===== config.mk =====
export PLATFORM = sky130hd
export DESIGN_NAME = data_memory_ctrl
export DESIGN_NICKNAME = d
export VERILOG_FILES = /design/src/rtl/data_memory_ctrl.sv
export SDC_FILE = /design/constraint.sdc
export NUM_CORES = 1
export LEC_CHECK = 0
export BUFFER_PORTS_ARGS = -buffer_cell sky130_fd_sc_hd__buf_2
export CAP_MARGIN = 5
export CORE_MARGIN = 8
export CORE_UTILIZATION = 30
export DETAILED_ROUTE_END_ITERATION = 10
export PLACE_DENSITY = 0.55
export SYNTH_ARGS = -nofsm -noshare
export SYNTH_HDL_FRONTEND = slang
export SYNTH_SLANG_ARGS = --single-unit
export TNS_END_PERCENT = 100

===== constraint.sdc =====
create_clock -name clk -period 6.8 [get_ports clk]
set_clock_uncertainty 0.1 [all_clocks]
set_input_delay 0 -clock clk [delete_from_list [all_inputs] [get_ports clk]]
set_output_delay 0 -clock clk [all_outputs]
set_load 0.01 [all_outputs]

===== src/rtl/data_memory_ctrl.sv =====
// Word-addressed data RAM with 1-cycle registered read and write protection of the kernel words.
// An init sequencer loads two 3x3 convolution kernels into the low words and clears the rest.
module data_memory_ctrl #(
  parameter int DATA_W       = 24,
  parameter int DEPTH        = 64,
  parameter int ADDR_W       = 24,
  parameter int KERNEL_WORDS = 18,
  parameter bit PROTECT      = 1'b1
) (
  input  logic              clk,
  input  logic              rst_n,
  input  logic              init_req,
  input  logic              req,
  input  logic              we,
  input  logic [ADDR_W-1:0] a,
  input  logic [DATA_W-1:0] wd,
  output logic [DATA_W-1:0] rd,
  output logic              rd_valid,
  output logic              ready,
  output logic              err
);

  localparam int PTR_W = $clog2(DEPTH);
  // One extra bit so DEPTH == 2**ADDR_W still compares correctly.
  localparam logic [ADDR_W:0]  DEPTH_X  = (ADDR_W+1)'(DEPTH);
  localparam logic [ADDR_W:0]  KW_X     = (ADDR_W+1)'(KERNEL_WORDS);
  localparam logic [PTR_W-1:0] PTR_LAST = PTR_W'(DEPTH-1);

  typedef enum logic {ST_INIT = 1'b0, ST_READY = 1'b1} state_e;

  state_e            state_q, state_d;
  logic [PTR_W-1:0]  ptr_q, ptr_d;
  logic [DATA_W-1:0] rd_q, rd_d;
  logic              rd_valid_q, rd_valid_d;
  logic              err_q, err_d;

  logic [DATA_W-1:0] mem [DEPTH];
  logic              mem_we;
  logic [PTR_W-1:0]  mem_addr;
  logic [DATA_W-1:0] mem_wdat;

  logic              a_in_range;
  logic              a_kernel;
  logic              acc_vld;
  logic [PTR_W-1:0]  a_idx;

  function automatic logic [DATA_W-1:0] init_word(input logic [PTR_W-1:0] p);
    int idx;
    int v;
    idx = int'(p);
    case (idx)
      0, 2, 6, 8: v = 0;
      4:          v = 5;
      13:         v = 9;
      default:    v = (idx < KERNEL_WORDS) ? -1 : 0;
    endcase
    return DATA_W'(v);
  endfunction

  assign a_in_range = {1'b0, a} < DEPTH_X;
  assign a_kernel   = {1'b0, a} < KW_X;
  assign a_idx      = a[PTR_W-1:0];
  // init_req wins over a same-cycle request, which is dropped silently.
  assign acc_vld    = (state_q == ST_READY) && req && !init_req;

  always_ff @(posedge clk or negedge rst_n) begin
    if (!rst_n) begin
      state_q    <= ST_INIT;
      ptr_q      <= '0;
      rd_q       <= '0;
      rd_valid_q <= 1'b0;
      err_q      <= 1'b0;
    end else begin
      state_q    <= state_d;
      ptr_q      <= ptr_d;
      rd_q       <= rd_d;
      rd_valid_q <= rd_valid_d;
      err_q      <= err_d;
    end
  end

  always_comb begin
    state_d = state_q;
    ptr_d   = ptr_q;
    if (state_q == ST_INIT) begin
      ptr_d = ptr_q + PTR_W'(1);
      if (ptr_q == PTR_LAST) begin
        state_d = ST_READY;
        ptr_d   = '0;
      end
    end else if (init_req) begin
      state_d = ST_INIT;
      ptr_d   = '0;
    end
  end

  always_comb begin
    mem_we     = 1'b0;
    mem_addr   = ptr_q;
    mem_wdat   = init_word(ptr_q);
    rd_d       = rd_q;
    rd_valid_d = 1'b0;
    err_d      = 1'b0;
    if (state_q == ST_INIT) begin
      mem_we = 1'b1;
    end else if (acc_vld) begin
      if (!a_in_range) begin
        rd_d  = '0;
        err_d = 1'b1;
      end else if (we && PROTECT && a_kernel) begin
        err_d = 1'b1;
      end else if (we) begin
        mem_we   = 1'b1;
        mem_addr = a_idx;
        mem_wdat = wd;
      end else begin
        rd_d       = mem[a_idx];
        rd_valid_d = 1'b1;
      end
    end
  end

  always_ff @(posedge clk) begin
    if (mem_we) begin
      mem[mem_addr] <= mem_wdat;
    end
  end

  assign rd       = rd_q;
  assign rd_valid = rd_valid_q;
  assign err      = err_q;
  assign ready    = (state_q == ST_READY);

endmodule


==> results of run 1 <==
[stage by stage]
step | hold slack (ps) | setup slack (ps) | instance area, um2
2_1_floorplan | -396 | 1970 | 60900
3_3_place_gp | 102 | 2600 | 64900
3_5_place_dp | 111 | 2520 | 64900
4_1_cts | 7.47 | 2510 | 70000
5_1_grt | 24.0 | 2200 | 70100
6_report | 58.7 | 2480 | 70100
[sequential cells by signal (all words and copies together), names as in the netlist]
name      cells
ptr_q         6
rd           24
mem        1536
err           1
ready         1
rd_valid      1
[layout by cell type (no fill, tap or decap), types with 34 or more instances in the layout]
cell	instances
nand2_1	75
buf_4	107
a22oi_1	84
o21ai_0	43
nor2_2	35
clkbuf_1	49
clkinv_1	34
o22ai_1	68
o211ai_1	43
nor2_1	67
edfxtp_1	1536
clkbuf_16	168
mux4_2	287
buf_2	76
mux2i_1	204
[report_power, final]
group / leakage (nW) / internal [mW] / switching [mW] / total, mW
clock: 2.36 / 4.70 / 3.57 / 8.26
combinational: 5.42 / 0.835 / 5.13 / 5.97
sequential: 14.2 / 14.7 / 0.189 / 14.9
total: 22.0 / 20.2 / 8.89 / 29.1
[how the worst min path moves through the flow]
stage / startpoint / cells past startpoint / slack, ps / to
after floorplan: rst_n / 0 / -400 / err
after global placement: rst_n / 1 / 100 / rd_valid
after detailed placement: rst_n / 1 / 110 / rd_valid
after CTS: wd[3] / 3 / 7 / mem[50][3]
after global routing: wd[3] / 3 / 20 / mem[60][3]
final: wd[5] / 3 / 60 / mem[54][5]
[synthesized netlist by cell type, types with 7 or more instances]
library cell	number
or4_1	24
inv_1	9
mux2i_1	204
a31oi_1	8
clkbuf_1	64
nand2_1	97
o21ai_0	45
a22o_1	33
buf_6	33
edfxtp_1	1536
nor2_1	131
buf_1	8
o21ai_1	26
o211ai_1	43
nor4_1	13
nor2b_1	7
nand3_1	17
nor3_1	11
a21oi_1	27
o22ai_1	68
a22oi_1	84
mux4_2	287
dfrtp_1	33
buf_4	21
buf_2	44
[critical path, cell delays in order, from the launching register on]
cell	delay [ps]
dfrtp_1	730
and3b_1	360
o21ai_1	140
nor4_4	720
buf_4	470
nand3b_1	160
o32a_1	440
nor2_4	800
[area by class of cell]
class,count,area (um2),area share
diodes,7,17.5,0.000250
clock buffers,218,4400,0.0628
clock inverters,64,427,0.00609
inverters,10,37.5,0.000536
multi-input cells,1212,13300,0.189
flip-flops and latches,1569,47000,0.670
well taps,2672,3340,0.0477
repair buffers,217,1610,0.0230
[logic make-up (layout without fill, tap and decap cells)]
kind of cell    count (synthesis)  count (layout)  synth area share
flops                        1569            1569             0.772
mux                           492             492             0.140
compound gates                381             381            0.0435
simple gates                  335             335            0.0257
buf+inv                       184             509            0.0184
fa+ha+maj                       4               4          0.000822
other cells                     0               7                 0
[per-layer routing]
layer  GRT usage  part of all wire  vias up
met5           0           0.00031        -
met4      0.0655             0.045        8
met3      0.0368             0.079      275
met2       0.235              0.45     1331
met1       0.216              0.43    16776
li1            -                 -    12777
==> summary.md, run 1 <==
| Metric | Value |
|---|---|
| H-tree Lvls | 4 |
| Final min period | between 4000 and 5000 ps |
| Synth Register Bits | approximately 1600 |
| Routed vias/inst | 5.22 |
| CTS Sinks | ~1600 |
| # fillers | 18827 |
| Yosys warnings | 0 |
| Die Y | about 470 um |
| PwrDens | about 420 mW/mm2 |
| WL/cell | between 20 and 30 um |
| CTS tree | yes |
| Worst EP arrival | about 4600 ps |
| Pre-antenna DRT Iters | 9 |
| Hold Fails Final Rpt | 0 |
| GR Overflow Total | 0 |
| GP Congestion | 0.923 |
| Clock tree buffer depth | 3 |
| Failing checks | design-rule violations |
| Largest net degree at the start of global routing | 110 |
| Clock latency on the worst-skew pair | around 790 ps |
| Row count | between 150 and 200 |
| CP Class | reg2reg |
| Post-synthesis sequential area ratio | 0.772 |
| Startpoint types | flip-flop |
| Syn nets | 3022 |
| Via count | 31167 |
| IO Port Bufs | 79 |
| Crit path from | ready |
| CP Capture Type | flip-flop |
| Num CTS Buffers | 161 |
| Global-route wire length before repair | between 200 and 250 mm |
| Mapped Cells | a little under 3000 |
| Slew HR | 0.0924 |
| # setup viols final | 0 |
| Share of cells above drive strength 1 | 0.240 |
| Die footprint | roughly 0.22 mm2 |
| RR Endpoint | mem[58][18] |
| # nets final | between 3000 and 4000 |
| DP Wirelength | between 100 and 150 mm |
| Area of the core | around 0.20 mm2 |
| Cell area after synthesis | 0.0609 mm2 |
| Worst-path clk slew | roughly 60 ps |
| Worst Max-Slew Pin Slew | between 1000 and 1500 ps |
| Total of max-cap violations | 0 |
| Setup Buffers After CTS | 0 |
| Dpl cells | 5654 |
| GRT Util Overall | 0.156 |
| DRT Wirelength | approximately 170 mm |
| Most common flop cell mapped by yosys | edfxtp_1 |
| Antenna Violating Nets Remaining | 0 |
| RR Startpoint | ready |
| Number of global-route vias before repair | roughly 31000 |
| Antenna violations before repair | 9 |
| Peak Freq | approximately 230 MHz |
| Width of the die | between 400 and 500 um |
| Slew Limit Fails | 0 |
| Outcome | finished, violations left |
| Final core occ | 0.347 |
| RSZ-0062 raised after global routing | false |
| Post_cts resized | 0 |
| Critical path capture point | mem[58][18] |
| CTS root buf | clkbuf_16 |
| Crit path max fanout | 27 |
| Area leader, netlist | edfxtp_1 |
| Non-Filler Instances | around 6000 |
| R2R setup slack | ~2500 ps |
| Power Total | between 20 and 30 mW |
| Class of the worst hold path | in2reg |
| Syn avg cell area | between 20 and 25 um2 |
| R2R cell count | 7 |
| Area Overhead vs Synth | 15.1% |
| CTS Hold Bufs | 26 |
| Worst path required time | 7080 ps |
| Worst vdd ir | approximately 0.00059 V |
| Leak | between 20 and 25 nW |
| Asr flop ratio synth | 0.0210 |
| Residual DRC | 4 |
| I/O Pins | 80 |
| Period utilization | 0.636 |
| Area contributors post-synth | edfxtp_1 76%, mux4_2 11%, mux2i_1 3.4% |
| Number of synthesized flops with an enable pin | between 1500 and 2000 |
| DR iter-0 viols | ~3700 |
| Cell variety after synth | 64 |
| Starting Density | 0.301 |
| Top cell type's share of synthesized area | 0.758 |
| Setup_tns | 0 ps |
Note: power is estimated with default switching activity, not from simulation.
==> run 2: changes to the inputs <==
- PLACE_DENSITY: 0.55 -> 0.56
- clock period: 6.8 -> 3.5 ns (I/O delays scaled with it)
==> run 2 against run 1 <==
  * The run now ends clean
  * Non-clock buffer count up 112
  * First-iteration DRC count down 12%
  * Flip-flop and latch count unchanged
  * Worst hold slack better by 6.8 ps
  * Sequential share of layout area down 1.6 points
  * Via count up 0.58%
  * Critical path depth up 3
  * Combinational power up 99%
  * Core utilization up 0.86 points
  * Largest cell class unchanged
  * Largest power group unchanged
  * Highest routed layer is now met4
==> summary.md, run 2 (synthesis gave the netlist of run 1 again) <==
| Metric | Value |
|---|---|
| Outcome | finished, final reports clean |
| WL/cell | roughly 28 um |
| Max FFs per register | approximately 1500 |
| IO Port Bufs | between 70 and 80 |
| CTS Hold Bufs | 36 |
| Number of global-route vias before repair | 31862 |
| CP Class | reg2reg |
| Class of the worst hold path | in2reg |
| Worst path required time | about 3900 ps |
| # nets final | ~3300 |
| Worst-path clk slew | 60 ps |
| Area of the core | 0.202 mm2 |
| Clock power share | 0.281 |
| Width of the die | about 470 um |
| Slew HR | 0.195 |
| Most common cell after layout, fill and taps aside | edfxtp_1 |
| RSZ-0062 raised after global routing | false |
| Sequential power share | 0.507 |
| Starting Density | 0.301 |
| Setup_tns | 0 ps |
| Leak | between 20 and 25 nW |
| Peak Freq | roughly 330 MHz |
| CTS Sinks | roughly 1600 |
| Die footprint | about 0.22 mm2 |
| Routed vias/inst | approximately 5.2 |
| Switch Pwr | between 15 and 20 mW |
| Total of max-cap violations | 0 |
| Worst EP arrival | 3420 ps |
| Global-route wire length before repair | around 240 mm |
| Num CTS Buffers | between 150 and 200 |
| Clock latency on the worst-skew pair | between 700 and 800 ps |
| GP Congestion | roughly 0.86 |
| CTS root buf | clkbuf_16 |
| Slowest stage cell, crit path | buf_4 |
| Largest reg by FF count | mem |
| Final min period | around 3100 ps |
| Switching part of the total | 0.298 |
| Antenna violations before repair | 8 |
| Setup Buffers After CTS | 0 |
| Max incr delay on CP | ~570 ps |
| Antenna Violating Nets Remaining | 0 |
| Final core occ | 0.356 |
| # setup viols final | 0 |
| Residual DRC | 0 |
| Largest net degree at the start of global routing | 86 |
| Internal power | 39.6 mW |
| Row count | between 150 and 200 |
| Clock tree buffer depth | 3 |
| Crit path top cell by count | buf_4 |
| Worst vdd ir | about 0.0011 V |
| Post_cts resized | 0 |
| Share of cells above drive strength 1 | 0.263 |
| GRT Util Overall | 0.153 |
| H-tree Lvls | 4 |
| Commonest non-fill, non-tap cells in the layout | 1536 x edfxtp_1, 287 x mux4_2, 204 x mux2i_1, 163 x clkbuf_16, 131 x buf_4 |
| DR iter-0 viols | 3304 |
| Slew Limit Fails | 0 |
| DRT Wirelength | ~170 mm |
| Period utilization | 0.876 |
| Startpoint types | flip-flop |
| I/O Pins | 80 |
| Hold Fails Final Rpt | 0 |
| Crit path max fanout | 64 |
| CTS tree | yes |
| Die Y | about 470 um |
| Area Overhead vs Synth | 18.0% |
| GR Overflow Total | 0 |
| PwrDens | slightly below 800 mW/mm2 |
| Via count | ~31000 |
| CP Capture Type | flip-flop |
| Comb power frac | 0.212 |
| DP Wirelength | between 90 and 100 mm |
| Pre-antenna DRT Iters | 6 |
| Worst-path cell chain | buf_4 > ha_1 > nor2_1 > a21oi_1 > o21ai_0 > nand2_1 > a211o_1 > buf_12 > nand2_2 > buf_4 |
| Worst Max-Slew Pin Slew | 1200 ps |
[run 2: cell types whose count changed in the layout (fill, tap and decap cells not counted), sizes merged]
cell         change
clkinv           +9
clkinvlp         +7
inv              +2
bufinv           +1
diode            -4
buf            +102
clkbuf          -21
dlygate4sd3     +10
[run 2: through the flow]
stage	hold slack [ps]	setup WS, ps	cells	instance area, um2	power (mW)
finish	65.5	432	6075	71800	56.4
floorplan	-396	247	2965	60900	34.4
CTS	8.48	479	6072	71800	56.9
global placement	134	284	5756	66600	40.6
global route	71.9	282	6073	71800	58.4
detailed placement	129	263	5756	66600	41.1
[run 2: layout make-up]
type                            instances  area [um2]
Multi-Input combinational cell       1212       13200
Tap cell                             2672        3340
Inverter                               10        37.5
Clock inverter                         83         586
Fill cell                           18614      130000
Antenna cell                            3        7.51
Clock buffer                          197        4210
Sequential cell                      1569       47000
Timing Repair Buffer                  329        3450
[run 2: worst paths after layout]
path	depth (start not counted)	slack (ps)	end	start
max	10	430	mem[39][10]	ptr_q[1]
min in group asynchronous	4	170	rd[9]	rst_n
max in group asynchronous	4	2860	rd[3]	rst_n
max reg2reg	10	430	mem[39][10]	ptr_q[1]
min reg2reg	2	360	rd[13]	rd[13]
min	7	70	rd[16]	a[22]
[run 2: power groups by stage]
| stage | Sequential (mW) | Clock (mW) | Combinational [mW] |
|---|---|---|---|
| 2_1_floorplan | 29.3 | 0 | 5.15 |
| 3_3_place_gp | 28.9 | 0 | 11.7 |
| 3_5_place_dp | 29.0 | 0 | 12.1 |
| 4_1_cts | 28.6 | 16.2 | 12.1 |
| 5_1_grt | 28.7 | 16.9 | 12.8 |
| 6_report | 28.6 | 15.9 | 11.9 |
[run 2: worst max-delay path, delay by kind of cell, from the launching register on]
family / cells / cell delay, ps
adder cells (fa/ha/maj): 1 / 180
flip-flops: 1 / 380
AND/OR/NAND/NOR: 3 / 350
buffers and inverters: 3 / 940
AO/OA/AOI/OAI: 3 / 650
[run 2: layer usage]
layer  track usage  part of all wire  vias to the layer above
li1              -                 -                    13002
met1         0.211              0.43                    16965
met2         0.248              0.48                     1182
met3        0.0289             0.071                      200
met4        0.0396             0.022                        0
met5             0                 0                        -
